==> config.mk <==
export PLATFORM = sky130hd
export DESIGN_NAME = sram_req_front_8_32_flat
export DESIGN_NICKNAME = d
export VERILOG_FILES = /design/src/rtl/sram_cfg_pkg.sv /design/src/rtl/sram_req_front_8_32_if.sv /design/src/rtl/sram_rsp_fifo.sv /design/src/rtl/sram_req_front_8_32.sv /design/src/flat_wrapper.sv
export SDC_FILE = /design/constraint.sdc
export NUM_CORES = 1
export LEC_CHECK = 0
export ABC_AREA = 1
export BUFFER_PORTS_ARGS = -buffer_cell sky130_fd_sc_hd__buf_4
export CORE_UTILIZATION = 45
export CTS_CLUSTER_SIZE = 30
export DETAILED_ROUTE_END_ITERATION = 16
export GPL_ROUTABILITY_DRIVEN = 0
export GPL_TIMING_DRIVEN = 0
export PLACE_DENSITY = 0.67
export SLEW_MARGIN = 20
export SYNTH_ARGS = -nofsm -noshare
export SYNTH_HDL_FRONTEND = slang
export SYNTH_HIERARCHICAL = 1
export SYNTH_SLANG_ARGS = --single-unit
==> constraint.sdc <==
create_clock -name clk -period 2.9 [get_ports clk]
set_clock_uncertainty 0.15 [all_clocks]
set_input_delay 0.145 -clock clk [delete_from_list [all_inputs] [get_ports clk]]
set_output_delay 0.145 -clock clk [all_outputs]
set_load 0.02 [all_outputs]
==> src/rtl/sram_cfg_pkg.sv <==
// Shared configuration package for the 8/16/32-bit SRAM wrapper.
// Holds the conf encodings, lane/mask widths, the {conf, lane} read tag and
// helpers for lane extraction, byte-mask generation and write-lane alignment.
// Also used by the downstream output shifter.
package sram_cfg_pkg;

  localparam logic [1:0] CONF_32  = 2'b00;
  localparam logic [1:0] CONF_16  = 2'b01;
  localparam logic [1:0] CONF_8   = 2'b10;
  localparam logic [1:0] CONF_ILL = 2'b11;

  localparam int unsigned DATA_W = 32;
  localparam int unsigned LANE_W = 2;
  localparam int unsigned MASK_W = 4;

  typedef logic [LANE_W-1:0] lane_t;
  typedef logic [MASK_W-1:0] mask_t;

  typedef struct packed {
    logic [1:0] conf;
    lane_t      lane;
  } rd_tag_t;

  localparam int unsigned TAG_W = $bits(rd_tag_t);

  // Lane within the 32-bit word; illegal conf behaves as 32b.
  function automatic lane_t lane_of(logic [1:0] conf, logic [1:0] addr_lo);
    case (conf)
      CONF_16: return {1'b0, addr_lo[0]};
      CONF_8:  return addr_lo;
      default: return '0;
    endcase
  endfunction

  function automatic mask_t mask_of(logic [1:0] conf, lane_t lane);
    case (conf)
      CONF_16: return lane[0] ? 4'b1100 : 4'b0011;
      CONF_8:  return mask_t'(1) << lane;
      default: return 4'b1111;
    endcase
  endfunction

  // Moves right-justified write data into its lane; unselected bits are zero.
  function automatic logic [DATA_W-1:0] align_wdata(logic [1:0] conf, lane_t lane,
                                                    logic [DATA_W-1:0] wdata);
    case (conf)
      CONF_16: return lane[0] ? {wdata[15:0], 16'h0000} : {16'h0000, wdata[15:0]};
      CONF_8:  return {24'h000000, wdata[7:0]} << {lane, 3'b000};
      default: return wdata;
    endcase
  endfunction

endpackage

==> src/rtl/sram_req_front_8_32_if.sv <==
// Bus bundle for sram_req_front_8_32: request channel, SRAM macro command
// and read-data signals, and response channel.
// Modports: slave = the front end itself, master = its environment.
interface sram_req_front_8_32_if #(
  parameter int unsigned ADDR_W = 12
) ();

  logic              req_valid;
  logic              req_ready;
  logic              req_we;
  logic [1:0]        req_conf;
  logic [ADDR_W-1:0] req_addr;
  logic [31:0]       req_wdata;

  logic              mem_en;
  logic              mem_we;
  logic [ADDR_W-1:0] mem_addr;
  logic [31:0]       mem_wdata;
  logic [3:0]        mem_wmask;
  logic [31:0]       mem_rdata;

  logic              rsp_valid;
  logic              rsp_ready;
  logic [31:0]       rsp_data;
  logic [1:0]        rsp_conf;
  logic [1:0]        rsp_lane;

  modport slave (
    input  req_valid, req_we, req_conf, req_addr, req_wdata, mem_rdata, rsp_ready,
    output req_ready, mem_en, mem_we, mem_addr, mem_wdata, mem_wmask,
    output rsp_valid, rsp_data, rsp_conf, rsp_lane
  );

  modport master (
    output req_valid, req_we, req_conf, req_addr, req_wdata, mem_rdata, rsp_ready,
    input  req_ready, mem_en, mem_we, mem_addr, mem_wdata, mem_wmask,
    input  rsp_valid, rsp_data, rsp_conf, rsp_lane
  );

endinterface

==> src/rtl/sram_rsp_fifo.sv <==
// First-word-fall-through FIFO for read responses ({data, tag} entries).
// Ports: clk, rst_n (async active-low), push_i/data_i write side,
// valid_o/ready_i/data_o read side (data_o shows the head while valid_o=1).
// Pointers wrap modulo Depth, so Depth need not be a power of two.
// The caller guarantees no push while full.
module sram_rsp_fifo #(
  parameter int unsigned Width = 36,
  parameter int unsigned Depth = 4
) (
  input  logic             clk,
  input  logic             rst_n,
  input  logic             push_i,
  input  logic [Width-1:0] data_i,
  output logic             valid_o,
  input  logic             ready_i,
  output logic [Width-1:0] data_o
);

  localparam int unsigned PtrW = (Depth > 1) ? $clog2(Depth) : 1;
  localparam int unsigned CntW = $clog2(Depth + 1);

  logic [Width-1:0] mem_q [Depth];
  logic [PtrW-1:0]  wptr_q, rptr_q;
  logic [CntW-1:0]  count_q;
  logic             pop;

  function automatic logic [PtrW-1:0] ptr_inc(logic [PtrW-1:0] p);
    return (p == PtrW'(Depth - 1)) ? '0 : p + PtrW'(1);
  endfunction

  assign valid_o = (count_q != '0);
  assign pop     = valid_o && ready_i;
  assign data_o  = mem_q[rptr_q];

  always_ff @(posedge clk or negedge rst_n) begin
    if (!rst_n) begin
      wptr_q  <= '0;
      rptr_q  <= '0;
      count_q <= '0;
    end else begin
      if (push_i) wptr_q <= ptr_inc(wptr_q);
      if (pop)    rptr_q <= ptr_inc(rptr_q);
      if (push_i && !pop)      count_q <= count_q + CntW'(1);
      else if (!push_i && pop) count_q <= count_q - CntW'(1);
    end
  end

  // Storage needs no reset: entries are only visible once counted.
  always_ff @(posedge clk) begin
    if (push_i) mem_q[wptr_q] <= data_i;
  end

endmodule

==> src/rtl/sram_req_front_8_32.sv <==
// Request-side front end for the 8/16/32-bit SRAM wrapper.
// Accepts read/write requests (valid/ready), issues registered commands to a
// 32-bit SRAM macro with lane-aligned write data and byte mask, and returns
// raw read words tagged with {conf, lane} through a response FIFO.
// Ports: clk, rst_n (async active-low), bus (sram_req_front_8_32_if.slave),
// and err (only when SRAM_REQ_FRONT_ERR_EN is defined: sticky flag for
// illegal conf or narrow-view out-of-range addresses; such requests are
// accepted but never issued).
// Flow control: a credit counts reads in flight plus FIFO occupancy; requests
// are only accepted while credit < FIFO_DEPTH so the FIFO cannot overflow.
module sram_req_front_8_32
  import sram_cfg_pkg::*;
#(
  parameter int unsigned ADDR_W     = 12,
  parameter int unsigned READ_LAT   = 1,
  parameter int unsigned FIFO_DEPTH = 4
) (
  input  logic                        clk,
  input  logic                        rst_n,
  sram_req_front_8_32_if.slave        bus
`ifdef SRAM_REQ_FRONT_ERR_EN
  ,
  output logic                        err
`endif
);

  localparam int unsigned CntW = $clog2(FIFO_DEPTH + 1);
  localparam int unsigned EntW = DATA_W + TAG_W;

  logic [CntW-1:0]   credit_q, credit_d;
  logic              accept, issue, rd_accept, pop;
  lane_t             lane;
  logic [ADDR_W-1:0] mem_addr_d;

  logic              mem_en_q, mem_we_q;
  logic [ADDR_W-1:0] mem_addr_q;
  logic [31:0]       mem_wdata_q;
  mask_t             mem_wmask_q;
  rd_tag_t           tag_q;

  logic [READ_LAT-1:0] pipe_vld_q;
  rd_tag_t             pipe_tag_q [READ_LAT];

  logic            fifo_push;
  logic [EntW-1:0] fifo_wdata, fifo_head;
  rd_tag_t         head_tag;

  // Ready depends on registered credit only.
  assign bus.req_ready = (credit_q < CntW'(FIFO_DEPTH));
  assign accept        = bus.req_valid && bus.req_ready;
  assign lane          = lane_of(bus.req_conf, bus.req_addr[1:0]);

`ifdef SRAM_REQ_FRONT_ERR_EN
  logic range_bad, err_q;

  always_comb begin
    case (bus.req_conf)
      CONF_16:  range_bad = bus.req_addr[ADDR_W-1];
      CONF_8:   range_bad = (bus.req_addr[ADDR_W-1:ADDR_W-2] != 2'b00);
      CONF_ILL: range_bad = 1'b1;
      default:  range_bad = 1'b0;
    endcase
  end

  assign issue = accept && !range_bad;
  assign err   = err_q;

  always_ff @(posedge clk or negedge rst_n) begin
    if (!rst_n) err_q <= 1'b0;
    else if (accept && range_bad) err_q <= 1'b1;
  end
`else
  assign issue = accept;
`endif

  assign rd_accept = issue && !bus.req_we;
  assign pop       = bus.rsp_valid && bus.rsp_ready;

  // Narrow address to macro word address; upper bits zero-fill.
  always_comb begin
    case (bus.req_conf)
      CONF_16: mem_addr_d = bus.req_addr >> 1;
      CONF_8:  mem_addr_d = bus.req_addr >> 2;
      default: mem_addr_d = bus.req_addr;
    endcase
  end

  always_comb begin
    credit_d = credit_q;
    if (rd_accept && !pop)      credit_d = credit_q + CntW'(1);
    else if (!rd_accept && pop) credit_d = credit_q - CntW'(1);
  end

  always_ff @(posedge clk or negedge rst_n) begin
    if (!rst_n) begin
      credit_q    <= '0;
      mem_en_q    <= 1'b0;
      mem_we_q    <= 1'b0;
      mem_addr_q  <= '0;
      mem_wdata_q <= '0;
      mem_wmask_q <= '0;
      tag_q       <= '0;
    end else begin
      credit_q <= credit_d;
      mem_en_q <= issue;
      mem_we_q <= issue && bus.req_we;
      if (issue) begin
        mem_addr_q  <= mem_addr_d;
        mem_wdata_q <= bus.req_we ? align_wdata(bus.req_conf, lane, bus.req_wdata) : '0;
        mem_wmask_q <= bus.req_we ? mask_of(bus.req_conf, lane) : '0;
        tag_q       <= '{conf: bus.req_conf, lane: lane};
      end
    end
  end

  // Tag travels alongside the macro access so it meets mem_rdata on arrival.
  always_ff @(posedge clk or negedge rst_n) begin
    if (!rst_n) begin
      pipe_vld_q <= '0;
      for (int i = 0; i < READ_LAT; i++) pipe_tag_q[i] <= '0;
    end else begin
      pipe_vld_q[0] <= mem_en_q && !mem_we_q;
      pipe_tag_q[0] <= tag_q;
      for (int i = 1; i < READ_LAT; i++) begin
        pipe_vld_q[i] <= pipe_vld_q[i-1];
        pipe_tag_q[i] <= pipe_tag_q[i-1];
      end
    end
  end

  assign fifo_push  = pipe_vld_q[READ_LAT-1];
  assign fifo_wdata = {bus.mem_rdata, pipe_tag_q[READ_LAT-1]};

  sram_rsp_fifo #(
    .Width (EntW),
    .Depth (FIFO_DEPTH)
  ) u_rsp_fifo (
    .clk     (clk),
    .rst_n   (rst_n),
    .push_i  (fifo_push),
    .data_i  (fifo_wdata),
    .valid_o (bus.rsp_valid),
    .ready_i (bus.rsp_ready),
    .data_o  (fifo_head)
  );

  assign head_tag     = rd_tag_t'(fifo_head[TAG_W-1:0]);
  assign bus.rsp_data = fifo_head[EntW-1:TAG_W];
  assign bus.rsp_conf = head_tag.conf;
  assign bus.rsp_lane = head_tag.lane;

  assign bus.mem_en    = mem_en_q;
  assign bus.mem_we    = mem_we_q;
  assign bus.mem_addr  = mem_addr_q;
  assign bus.mem_wdata = mem_wdata_q;
  assign bus.mem_wmask = mem_wmask_q;

endmodule

==> src/flat_wrapper.sv <==
// flat-port wrapper written by rule: the top's interface ports become plain ports
module sram_req_front_8_32_flat import sram_cfg_pkg::*;
#(
  parameter int unsigned ADDR_W     = 12,
  parameter int unsigned READ_LAT   = 1,
  parameter int unsigned FIFO_DEPTH = 4
)
  (clk, rst_n, bus_req_valid, bus_req_we, bus_req_conf, bus_req_addr, bus_req_wdata, bus_mem_rdata, bus_rsp_ready, bus_req_ready, bus_mem_en, bus_mem_we, bus_mem_addr, bus_mem_wdata, bus_mem_wmask, bus_rsp_valid, bus_rsp_data, bus_rsp_conf, bus_rsp_lane);
  sram_req_front_8_32_if #(.ADDR_W(ADDR_W)) bus_i ();
  input  logic clk;
  input  logic rst_n;
  input wire logic [$bits(bus_i.req_valid)-1:0] bus_req_valid;
  input wire logic [$bits(bus_i.req_we)-1:0] bus_req_we;
  input wire logic [$bits(bus_i.req_conf)-1:0] bus_req_conf;
  input wire logic [$bits(bus_i.req_addr)-1:0] bus_req_addr;
  input wire logic [$bits(bus_i.req_wdata)-1:0] bus_req_wdata;
  input wire logic [$bits(bus_i.mem_rdata)-1:0] bus_mem_rdata;
  input wire logic [$bits(bus_i.rsp_ready)-1:0] bus_rsp_ready;
  output wire logic [$bits(bus_i.req_ready)-1:0] bus_req_ready;
  output wire logic [$bits(bus_i.mem_en)-1:0] bus_mem_en;
  output wire logic [$bits(bus_i.mem_we)-1:0] bus_mem_we;
  output wire logic [$bits(bus_i.mem_addr)-1:0] bus_mem_addr;
  output wire logic [$bits(bus_i.mem_wdata)-1:0] bus_mem_wdata;
  output wire logic [$bits(bus_i.mem_wmask)-1:0] bus_mem_wmask;
  output wire logic [$bits(bus_i.rsp_valid)-1:0] bus_rsp_valid;
  output wire logic [$bits(bus_i.rsp_data)-1:0] bus_rsp_data;
  output wire logic [$bits(bus_i.rsp_conf)-1:0] bus_rsp_conf;
  output wire logic [$bits(bus_i.rsp_lane)-1:0] bus_rsp_lane;
  assign bus_i.req_valid = bus_req_valid;
  assign bus_i.req_we = bus_req_we;
  assign bus_i.req_conf = bus_req_conf;
  assign bus_i.req_addr = bus_req_addr;
  assign bus_i.req_wdata = bus_req_wdata;
  assign bus_i.mem_rdata = bus_mem_rdata;
  assign bus_i.rsp_ready = bus_rsp_ready;
  assign bus_req_ready = bus_i.req_ready;
  assign bus_mem_en = bus_i.mem_en;
  assign bus_mem_we = bus_i.mem_we;
  assign bus_mem_addr = bus_i.mem_addr;
  assign bus_mem_wdata = bus_i.mem_wdata;
  assign bus_mem_wmask = bus_i.mem_wmask;
  assign bus_rsp_valid = bus_i.rsp_valid;
  assign bus_rsp_data = bus_i.rsp_data;
  assign bus_rsp_conf = bus_i.rsp_conf;
  assign bus_rsp_lane = bus_i.rsp_lane;
  sram_req_front_8_32 #(.ADDR_W(ADDR_W), .READ_LAT(READ_LAT), .FIFO_DEPTH(FIFO_DEPTH)) u_core (.clk(clk), .rst_n(rst_n), .bus(bus_i));
endmodule
==> run summary, run 1 <==
The overall die height is 147 um, and the post-place setup slack is 0.546 ns. The top cell type's share of synthesized area is 0.459. The depth of the CTS H-tree is 1, and the time the worst path needs with I/O delays and setup is 2.36 ns.

The logs give 0 for the total congestion overflow after global routing and 0.540 ns for the final critical-path setup slack. For the number of buffers created by CTS, the log shows 22. The post-synthesis share of cell area spent on and, or, nand and nor gates is 0.175, and the DRC violation count after routing is 0.

Horizontal die dimension: 147 um. Counting every sink on the clock net gives 213. For the initial antenna violation count, the log shows 0.

The fraction of synthesized area in multiplexers was 0.00119. The run finished with clean final reports. The analysis attributes to cell leakage a power of 5.84 nW.

After clock tree synthesis, the clock-pin slew on the worst setup and hold paths is 0.06 ns. Cell type with the highest aggregate area in the netlist: edfxtp_1. Dividing the detail-routed wire length by the instance count gives 16.1 um.

The final cycle utilization of the critical path works out to 0.814. For the post-synth design cell area, the log shows 9420 um^2. Start-to-end type of the worst setup path: in2reg. The number of nets handed over by synthesis was 973. Across all hold checks on the routed design, the worst slack comes to 0.157 ns. Dividing total power by cell area gives a power density of 508 nW/um^2. Count of mapped cells out of synthesis: 878. The tools report the global-route wire length before repair as 37.3 mm. Proportion of register bits with asynchronous set or reset after synthesis: 0.324. The logs give 21500 um^2 for the die area and 382 uV for the worst-case vdd ir drop.

The count of nets left with antenna violations once routing finished came out at 0. The count of filler cells inserted in the layout came out at 1567. In this run the clock root is driven by a clkbuf_16. The number of warnings issued by yosys is 6.

The worst setup path is launched from an input pin. Detailed placement finished with a half-perimeter wire length of 14.9 mm. The path class of the tightest hold or removal check is in2async. The routed design has 23.5 mm of wire.

The compound-gate portion of the synthesized area came out at 0.0818. The dominant synthesized flop cell was edfxtp_1. For the detailed-router iteration count before antenna repair, the log shows 4. The fraction of final layout cells with drive strength greater than 1 is 0.236, and the register bit total from synthesis is 213. The tools report the share of the yosys chip area belonging to registers as 0.642. The cell area after placement is 11100 um^2, and the endpoint required time on the critical path is 3.13 ns.

The worst register-to-register path has a setup slack of 0.54 ns. In this run the standard cell core region covers 20400 um^2. The mean number of vias per cell is 4.99. The number of global-route vias before repair was 7255. Setup repair after global routing left no endpoint under its margin. The detailed router finished its first iteration with 445 violations.

The largest family of logic cells by synthesized area is simple AND/OR/NAND/NOR gates. For the number of top-level pins, the log shows 171. The depth of the worst register-to-register path is 10. TritonCTS built the clock tree. The worst setup path is captured at a register. The later-pin clock latency in the skew report was 0.49 ns; the maximum number of pins on one net before global-route repair was 70.

Summing all multi-input logic gate instances after layout gives 2620 um^2. Sorting the synthesized cells by area gives the leading types as edfxtp_1, dfrtp_1, nand2_1. The worst endpoint data arrival time was 2.59 ns; the adder-cell share of the synthesized area was 0.0175. The number of antenna diodes in the final layout is 0. Buffers added to address setup during post-CTS repair amount to 0. The total via count in the routed design is 7280, and the largest fanout on the critical path is 10.

In this run the core area contains 52 standard-cell rows. Timing would allow up to 424 MHz. The post-synthesis share of cell area spent on xor and xnor gates is 0.00279, and the global-route total usage across every layer is 0.219. Counting flops with a built-in enable in the synthesized netlist gives 144. The layout overhead on the synthesized area works out to 36.6%. The number of max-slew violations in the final report is 0.

The origin of the critical flop-to-flop path is u_core/credit_q[2]$_DFFE_PN0P_. For the starting density of the core, the log shows 0.463. Setup violations remaining at the end of the flow were counted as 0. For the maximum clock insertion buffer count, the log shows 3. Max-cap violations in this run came to 0. The total negative setup slack was 0 ns. In this run the mean area of a mapped cell was 10.7 um^2. Worst max-slew margin expressed relative to the limit: 0.402. The finished cells cover 12900 um^2.

Yosys mapped the design onto 34 distinct sky130hd cell types. The number of nets at the end of the flow was 1270; the number of hold violations in the final report was 0. Capture instance of the worst register-to-register path: u_core/credit_q[2]$_DFFE_PN0P_. The count of buffers added on input and output ports is 170. The sequential cells in the finished layout cover a total of 6050 um^2. The post-cts repair resize count is 0, and the pin slew with the least headroom to its limit is 0.897 ns.
==> worst max-delay path by stage <==
stage	slack (ns)	from	end
detailed placement	0.55	u_core/credit_q[2]$_DFFE_PN0P_	u_core/credit_q[2]$_DFFE_PN0P_
global route	0.34	u_core/credit_q[2]$_DFFE_PN0P_	u_core/credit_q[2]$_DFFE_PN0P_
finish	0.54	bus_req_conf[0]	u_core/bus.mem_wdata[14]$_DFFE_PN0N_
floorplan	0.82	u_core/credit_q[2]$_DFFE_PN0P_	u_core/credit_q[2]$_DFFE_PN0P_
CTS	0.53	u_core/credit_q[2]$_DFFE_PN0P_	u_core/credit_q[2]$_DFFE_PN0P_
global placement	0.40	u_core/u_rsp_fifo/wptr_q[0]$_DFFE_PN0P_	u_core/u_rsp_fifo/mem_q[0][6]$_DFFE_PP_
==> state kept, by name, summed over array words and instances, names as in the netlist <==
| register | flops |
|---|---|
| u_core/u_rsp_fifo/mem_q | 144 |
| u_core/bus.mem_wdata | 32 |
| u_core/bus.mem_addr | 12 |
| u_core/bus.mem_wmask | 4 |
| u_core/fifo_wdata | 4 |
| u_core/tag_q | 4 |
| u_core/credit_q | 3 |
| u_core/u_rsp_fifo/count_q | 3 |
| u_core/u_rsp_fifo/rptr_q | 2 |
| u_core/u_rsp_fifo/wptr_q | 2 |
| u_core/bus.mem_en | 1 |
| u_core/bus.mem_we | 1 |
| u_core/fifo_push | 1 |
==> critical path, cell delays in order <==
cell           delay (ns)
dlygate4sd3_1        0.55
buf_4                0.12
inv_1                0.05
ha_1                 0.30
buf_6                0.15
inv_2                0.07
nand2_4              0.07
nor2_8               0.19
inv_4                0.12
nand3_1              0.09
nand2_1              0.05
dlygate4sd3_1        0.56
nand2_1              0.08
nand2_1              0.05
==> per-layer routing <==
layer  wire length (um)  global-route usage
met1               9860               0.273
met2              11500               0.388
met3               1710              0.0469
met4                357              0.0510
met5                  0                   0
==> where the power goes <==
part           internal (W)  switching (W)
Clock               0.00175        0.00113
Sequential          0.00325              0
Combinational      0.000208       0.000207
Total               0.00521        0.00133
==> cell type report <==
| cell class | instances | area share |
|---|---|---|
| Sequential cell | 213 | 0.470 |
| Multi-Input combinational cell | 510 | 0.203 |
| Timing Repair Buffer | 273 | 0.183 |
| Clock buffer | 31 | 0.0538 |
| Inverter | 113 | 0.0332 |
| Tap cell | 270 | 0.0262 |
| Buffer | 42 | 0.0254 |
| Clock inverter | 8 | 0.00496 |
==> stage by stage <==
step                 util  instances  power, W
global route        0.632       1460   0.00675
detailed placement  0.546       1322   0.00362
CTS                 0.632       1460   0.00659
global placement    0.542       1318   0.00361
finish              0.632       1460   0.00654
floorplan               -        878   0.00345
==> what timing repair did <==
action | CTS | global route
hold buffers | 99 | 0
endpoints found under the hold margin | 248 | 0
endpoints found under the setup margin | 0 | 0
==> cell usage in the layout, fill, tap and decap left out, types with 9 or more instances in the layout <==
master	instances
edfxtp_1	144
dfrtp_1	69
nor2_1	31
buf_6	16
a21oi_1	26
inv_1	99
buf_4	175
clkbuf_16	26
buf_2	15
dlygate4sd3_1	99
inv_2	11
nand3_2	9
nand3_1	35
nand2_1	280
o211ai_1	72
ha_1	10
==> kinds of logic after synthesis <==
family	after synthesis
multiplexers	1
AND/OR/NAND/NOR	378
AO/OA/AOI/OAI	116
XOR/XNOR	3
buffers and inverters	155
adder cells (fa/ha/maj)	12
flip-flops	213
==> synth_stat cells (all sizes together) (5+ instances only) <==
cell type and number:
inv 111, nand2 289, buf 37, clkbuf 5, nor2 35, a21oi 26
ha 10, dfrtp 69, edfxtp 144, o21ai 10, nand3 44, nor3 8
o211ai 72, o22ai 8
Note: power is estimated with default switching activity, not from simulation.
==> inputs of run 2 (changes only) <==
==> constraint.sdc (replaced) <==
create_clock -name clk -period 2.2 [get_ports clk]
set_clock_uncertainty 0.15 [all_clocks]
set_input_delay 0.11 -clock clk [delete_from_list [all_inputs] [get_ports clk]]
set_output_delay 0.11 -clock clk [all_outputs]
set_load 0.02 [all_outputs]
==> run summary, run 2 (same netlist as run 1, synthesis figures left out) <==
For the number of nets at the end of the flow, the log shows 1278 (+0.63%). The tightest min-delay check is of the in2reg type. The capture instance of the worst register-to-register path is u_core/credit_q[2]$_DFFE_PN0P_.

The static leakage power is 5.90 nW (+1.0%), and the number of top-level pins is 171 (unchanged). The worst setup path is launched from an input pin. For the post-place setup slack, the log shows -0.154 ns (-0.700 ns). The library cells used most frequently in the layout, excluding fill and tap cells, are nand2_1, buf_4, edfxtp_1, dlygate4sd3_1, inv_1. The tools report the initial antenna violation count as 0 (unchanged). Power per cell area: 665 nW/um^2 (+31%).

Following the worst setup path forward leads to its endpoint at u_core/bus.mem_wdata[2]$_DFFE_PN0N_. The worst register-to-register path begins at u_core/u_rsp_fifo/count_q[0]$_DFFE_PN0P_. The run gives 470 (+5.6%) as the DRC violation total after the first TritonRoute iteration. Static timing analysis puts the maximum clock frequency at 469 MHz.

The maximum number of pins on one net before global-route repair was 70 (unchanged). The horizontal die dimension came out at 147 um (unchanged). The setup-violating endpoint count in the final report is 0 (unchanged), and the sum of routed wire length over all layers is 23.6 mm (+0.47%).

The sum of net half-perimeters after detailed placement is 14.9 mm (unchanged), and the overall power of the completed layout is 0.00863 W (+32%). The tree is rooted in a clkbuf_16. The number of I/O port buffers was 170 (unchanged). The worst setup path is captured at a register. The number of hold violations in the final report was 0 (unchanged); the number of routed nets with antenna violations was 0 (unchanged). The total via count in the routed design is 7350 (+0.96%), and the pin slew with the least headroom to its limit is 0.902 ns (+0.00465 ns). The number of global-route vias before repair was 7241 (-0.19%); the largest fanout on the critical path was 10 (unchanged). The clock period could shrink to 2.13 ns. Final cycle utilization of the critical path: 0.969. The logs give 0 (unchanged) for the max-capacitance violation count and 0.14 ns (-0.40 ns) for the slack of the worst reg-to-reg path.

The tools report the starting density of the core as 0.463 (unchanged). The overall die height works out to 147 um (unchanged). The clock-pin transition on the worst setup and hold timing paths works out to 0.07 ns (about the same). The flow ran to the end, and the final reports show no timing, DRC or antenna violations. The tools report the worst max-slew margin expressed relative to the limit as 0.399 (-0.00310). Leaving out fill and tap cells, the most frequent cell in the layout is nand2_1. The detailed-router iteration count before antenna repair came out at 5 (+1). The endpoint required time on the critical path was 2.43 ns (-0.70 ns). For the maximum clock insertion buffer count, the log shows 3 (unchanged). Later-pin clock latency in the skew report: 0.49 ns (about the same).

The fraction of final layout cells with drive strength greater than 1 is 0.241 (+0.00510), and the mean number of vias per cell is 5.01 (+0.41%). The number of sinks on the clock net is 213 (unchanged), and the number of flip-flops in the largest register is 144 (unchanged). From synthesis to final layout, the design area changed by 37.6%. The tools report the total congestion overflow after global routing as 0 (unchanged).

The worst-case vdd ir drop was 506 uV (+32%); the detail-routed net length per standard cell was 16.1 um (about the same). u_core/u_rsp_fifo/mem_q holds more flip-flops than any other register. Count of filler cells inserted in the layout: 1550 (-1.1%). Worst endpoint data arrival time: 2.36 ns (-0.23 ns). Setup repair after global routing left no endpoint under its margin. The run gives 52 (unchanged) as the number of standard-cell rows in the floorplan.

The most critical setup path has its startpoint at bus_req_conf[1]. The run gives 0 (unchanged) as the DRC violation count after routing. The utilization of the core after routing came out at 0.637 (+0.00479).

The run gives 37.2 mm (about the same) as the global-route wire length before repair. The tools report the final critical-path setup slack as 0.0678 ns (-0.472 ns). The worst slack on hold paths is 0.0765 ns (-0.0803 ns), and the global-route total usage across every layer is 0.219 (unchanged). TritonCTS built the clock tree.

The logs give 22 (unchanged) for the number of buffers created by CTS and 1 (unchanged) for the depth of the CTS H-tree. The antenna diode instance count is 0 (unchanged), and the depth of the worst register-to-register path is 9 (-1). The die area is 21500 um^2 (unchanged).

Start-to-end type of the worst setup path: in2reg. The run gives 0 (unchanged) as the number of max-slew violations in the final report. The standard cell core area is 20400 um^2 (unchanged).
## run 2: worst min-delay path by stage
| stage | start | endpoint | slack (ns) | cells after the start |
|---|---|---|---|---|
| after floorplan | rst_n | u_core/bus.mem_addr[0]$_DFFE_PN0N_ | -0.34 | 0 |
| after global placement | rst_n | u_core/bus.mem_addr[5]$_DFFE_PN0N_ | 0.15 | 1 |
| after detailed placement | rst_n | u_core/bus.mem_addr[5]$_DFFE_PN0N_ | 0.15 | 1 |
| after CTS | bus_req_conf[1] | u_core/tag_q[1]$_DFFE_PN0N_ | 0.09 | 4 |
| after global routing | bus_req_conf[1] | u_core/tag_q[1]$_DFFE_PN0N_ | 0.08 | 4 |
| final | bus_req_conf[0] | u_core/bus.mem_addr[0]$_DFFE_PN0N_ | 0.08 | 6 |
## run 2: worst max-delay path, stage by stage
cell and delay, ns:
buf_4 0.08, dlygate4sd3_1 0.56, inv_2 0.05, ha_1 0.18, buf_6 0.15, or2_4 0.23, buf_6 0.14, nand2_8 0.08
nand2_8 0.08, nand3_2 0.09, nand2_1 0.05, dlygate4sd3_1 0.55
## run 2: report_power, final
group / total, W / switching (W) / internal (W)
Clock: 0.00379 / 0.00148 / 0.00231
Sequential: 0.00428 / 0 / 0.00428
Combinational: 0.000560 / 0.000277 / 0.000284
## run 2: final cells by class
class,count,area (um^2),share of cell area
clock buffers,31,693,0.0534
well taps,270,338,0.0260
flip-flops and latches,213,6050,0.466
inverters,113,428,0.0330
plain buffers,41,329,0.0254
multi-input cells,510,2630,0.203
repair buffers,282,2430,0.188
clock inverters,8,63.8,0.00492
## run 2: what timing repair did
item	in CTS	in global routing
pin swaps	0	1
hold endpoints to repair	252	0
resized for setup	1	8
setup buffers	0	2
endpoints found under the setup margin	2	16
hold buffers	105	0
cloned	0	1
## run 2: layer usage
| metal | track usage | up-vias | wire, um |
|---|---|---|---|
| met5 | 0 | - | 0 |
| met4 | 0.0490 | 0 | 369 |
| met3 | 0.0497 | 35 | 1810 |
| met2 | 0.387 | 259 | 11600 |
| met1 | 0.273 | 3530 | 9750 |
| li1 | - | 3526 | - |
## run 2: metrics by stage
step	instances	TNS (ns)	area, um^2
floorplan	878	0	9420
global placement	1318	-38.00	11000
detailed placement	1322	-0.284	11100
CTS	1465	0	12900
global route	1468	0	13000
finish	1468	0	13000
==> inputs of run 3 (changes only) <==
--- a/config.mk
+++ b/config.mk
@@ -12,7 +12,7 @@
 export DETAILED_ROUTE_END_ITERATION = 16
 export GPL_ROUTABILITY_DRIVEN = 0
 export GPL_TIMING_DRIVEN = 0
-export PLACE_DENSITY = 0.67
+export PLACE_DENSITY = 0.69
 export SLEW_MARGIN = 20
 export SYNTH_ARGS = -nofsm -noshare
 export SYNTH_HDL_FRONTEND = slang
==> constraint.sdc (replaced) <==
create_clock -name clk -period 1.8 [get_ports clk]
set_clock_uncertainty 0.15 [all_clocks]
set_input_delay 0.09 -clock clk [delete_from_list [all_inputs] [get_ports clk]]
set_output_delay 0.09 -clock clk [all_outputs]
set_load 0.02 [all_outputs]
==> run summary, run 3 (same netlist as run 1, synthesis figures left out) <==
The run finished, with violations left. The final reports fail on negative setup slack. The DRC violation count after routing is 0 (unchanged).

Critical path's most frequent cell: buf_6. The clock-pin transition on the worst setup and hold timing paths is 0.06 ns (about the same), and the largest fanout on the critical path is 10 (unchanged). The run gives 21500 um^2 (unchanged) as the die area. In the layout the commonest cells are nand2_1, buf_4, edfxtp_1, inv_1, dlygate4sd3_1. The run gives 24.0 mm (+1.6%) as the sum of routed wire length over all layers. The logs give 0.0836 ns (+0.00706 ns) for the worst slack on hold paths and 36 (+36) for the setup-violating endpoint count in the final report.

The overall die height was 147 um (unchanged); the number of routed nets with antenna violations was 0 (unchanged). The maximum clock insertion buffer count is 3 (unchanged). The critical path in this run is classified as reg2out. The number of sinks on the clock net was 213 (unchanged).

The number of I/O port buffers is 170 (unchanged), and the global-route wire length before repair is 38.2 mm (+2.5%). The later-pin clock latency in the skew report was 0.50 ns (about the same); the post-place setup slack was -0.453 ns (-0.300 ns). The number of max-slew violations in the final report was 0 (unchanged); the starting density of the core was 0.463 (unchanged). Timing would allow up to 510 MHz. The detail-routed net length per standard cell was 16.3 um (+1.3%); the layout overhead on the synthesized area was 39.7%.

Pin slew with the least headroom to its limit: 0.880 ns (-0.0221 ns). Register bank with the most flops: u_core/u_rsp_fifo/mem_q. The number of nets at the end of the flow is 1284 (+0.47%), and the number of flip-flops in the largest register is 144 (unchanged).

For the total via count in the routed design, the log shows 7320 (-0.41%). The antenna diode instance count came out at 0 (unchanged). The time the worst path needs with I/O delays and setup is 1.96 ns, and the final cycle utilization of the critical path is 1.09. On the critical path, the stage with the largest delay is an instance of dfrtp_2.

The biggest cell delay along the critical path was 0.46 ns (-0.10 ns); the static leakage power was 5.87 nW (-0.38%). The tools report the maximum number of pins on one net before global-route repair as 70 (unchanged). The sum of net half-perimeters after detailed placement is 14.1 mm (-5.1%), and the fraction of final layout cells with drive strength greater than 1 is 0.275 (+0.0339). The run gives 23 (+4.5%) as the number of buffers created by CTS. The worst hold path belongs to the class in2async.

The number of top-level pins is 171 (unchanged). The mean number of vias per cell was 4.97 (-0.75%). The element type at the critical path end was an output pin.

The library cell used most frequently in the layout, excluding fill and tap cells, is nand2_1. The combined buffer and inverter count along the critical path was 3 (-3). The worst max-slew margin expressed relative to the limit is 0.413 (+0.0148). Setup repair after global routing could not meet its margin everywhere. The root cell of the clock tree is clkbuf_16. The logs give 1.72 ns (-0.64 ns) for the worst endpoint data arrival time and 0 (unchanged) for the initial antenna violation count. Grouping stages by cell kind, the critical path spends the most delay in buffers and inverters.

TritonCTS built the clock tree. The logs give 1.56 ns (-0.87 ns) for the endpoint required time on the critical path and 1 (unchanged) for the depth of the CTS H-tree. The worst-case vdd ir drop was 882 uV (+74%). The max-capacitance violation count was 0 (unchanged). The standard cell core area came out at 20400 um^2 (unchanged). The number of hold violations in the final report was 0 (unchanged); the total congestion overflow after global routing was 0 (unchanged). The final critical-path setup slack came out at -0.160 ns (-0.227 ns). Kind of start point of the critical path: a register.

The global-route total usage across every layer is 0.227 (+0.00764). The count of placed standard cells including taps was 1318 (-0.30%); the horizontal die dimension was 147 um (unchanged). The number of standard-cell rows in the floorplan is 52 (unchanged), and the DRC violation total after the first TritonRoute iteration is 576 (+23%). The power per cell area is 781 nW/um^2 (+17%). For the detailed-router iteration count before antenna repair, the log shows 5 (unchanged). The critical path goes through buf_6, buf_8, o211ai_1, nand2_1, buf_6. The post-route non-filler standard cell count is 1473 (+0.34%). The tools report the number of global-route vias before repair as 7298 (+0.79%).
[run 3: changes by cell type in the layout (fill, tap and decap cells not counted), moves of 3 or more]
cell	change
inv_2	-6
nand2_2	+4
dlygate4sd3_1	-23
buf_6	+27
buf_2	-8
buf_8	+6
nand2_1	-4
inv_4	+4
clkbuf_16	-3
clkinvlp_4	+9
clkinv_4	+3
[run 3: where the power goes]
part / internal [W] / switching, W / total [W]
logic: 0.000323 / 0.000328 / 0.000651
clock network: 0.00254 / 0.00186 / 0.00440
registers: 0.00523 / 0 / 0.00523
[run 3: path summary, 6_finish.rpt]
kind | slack (ns) | cells past startpoint | endpoint | startpoint
min in group clk | 0.19 | 2 | u_core/u_rsp_fifo/mem_q[1][9]$_DFFE_PP_ | bus_mem_rdata[5]
worst min register to register | 0.23 | 0 | u_core/fifo_wdata[0]$_DFF_PN0_ | u_core/tag_q[0]$_DFFE_PN0N_
worst min-delay path | 0.08 | 2 | u_core/bus.mem_wdata[20]$_DFFE_PN0N_ | rst_n
worst max register to register | 0.01 | 9 | u_core/credit_q[2]$_DFFE_PN0P_ | u_core/credit_q[2]$_DFFE_PN0P_
max in group asynchronous | 0.77 | 2 | u_core/u_rsp_fifo/rptr_q[0]$_DFFE_PN0P_ | rst_n
worst max-delay path | -0.16 | 5 | bus_rsp_data[31] | u_core/u_rsp_fifo/rptr_q[0]$_DFFE_PN0P_
[run 3: area by class of cell]
class                           instances  area, um^2
Fill cell                            1550        7200
Buffer                                 40         398
Inverter                              113         453
Timing Repair Buffer                  284        2490
Multi-Input combinational cell        510        2700
Tap cell                              270         338
Clock buffer                           28         604
Timing Repair inverter                  4        30.0
Sequential cell                       213        6050
Clock inverter                         11        98.8
[run 3: layer usage]
layer / track usage / vias to the layer above / part of all wire
met4: 0.0646 / 0 / 0.023
met3: 0.0472 / 44 / 0.077
met1: 0.299 / 3445 / 0.42
li1: - / 3545 / -
met2: 0.379 / 286 / 0.48
met5: 0 / - / 0
[run 3: what timing repair did]
action	CTS	global route
resized for setup	58	19
endpoints found under the hold margin	255	0
hold buffers	82	0
gates cloned	5	0
setup buffers	26	5
pin swaps	74	22
setup endpoints to repair	184	59
[run 3: stage by stage]
step / instance area, um^2 / utilization / setup TNS [ns] / total power, W
floorplan: 9470 / - / -0.234 / 0.00555
global placement: 11100 / 0.544 / -57.92 / 0.00582
detailed placement: 11100 / 0.544 / -61.81 / 0.00583
CTS: 13100 / 0.642 / -3.83 / 0.0104
global route: 13200 / 0.646 / -7.12 / 0.0107
finish: 13200 / 0.646 / -4.08 / 0.0103
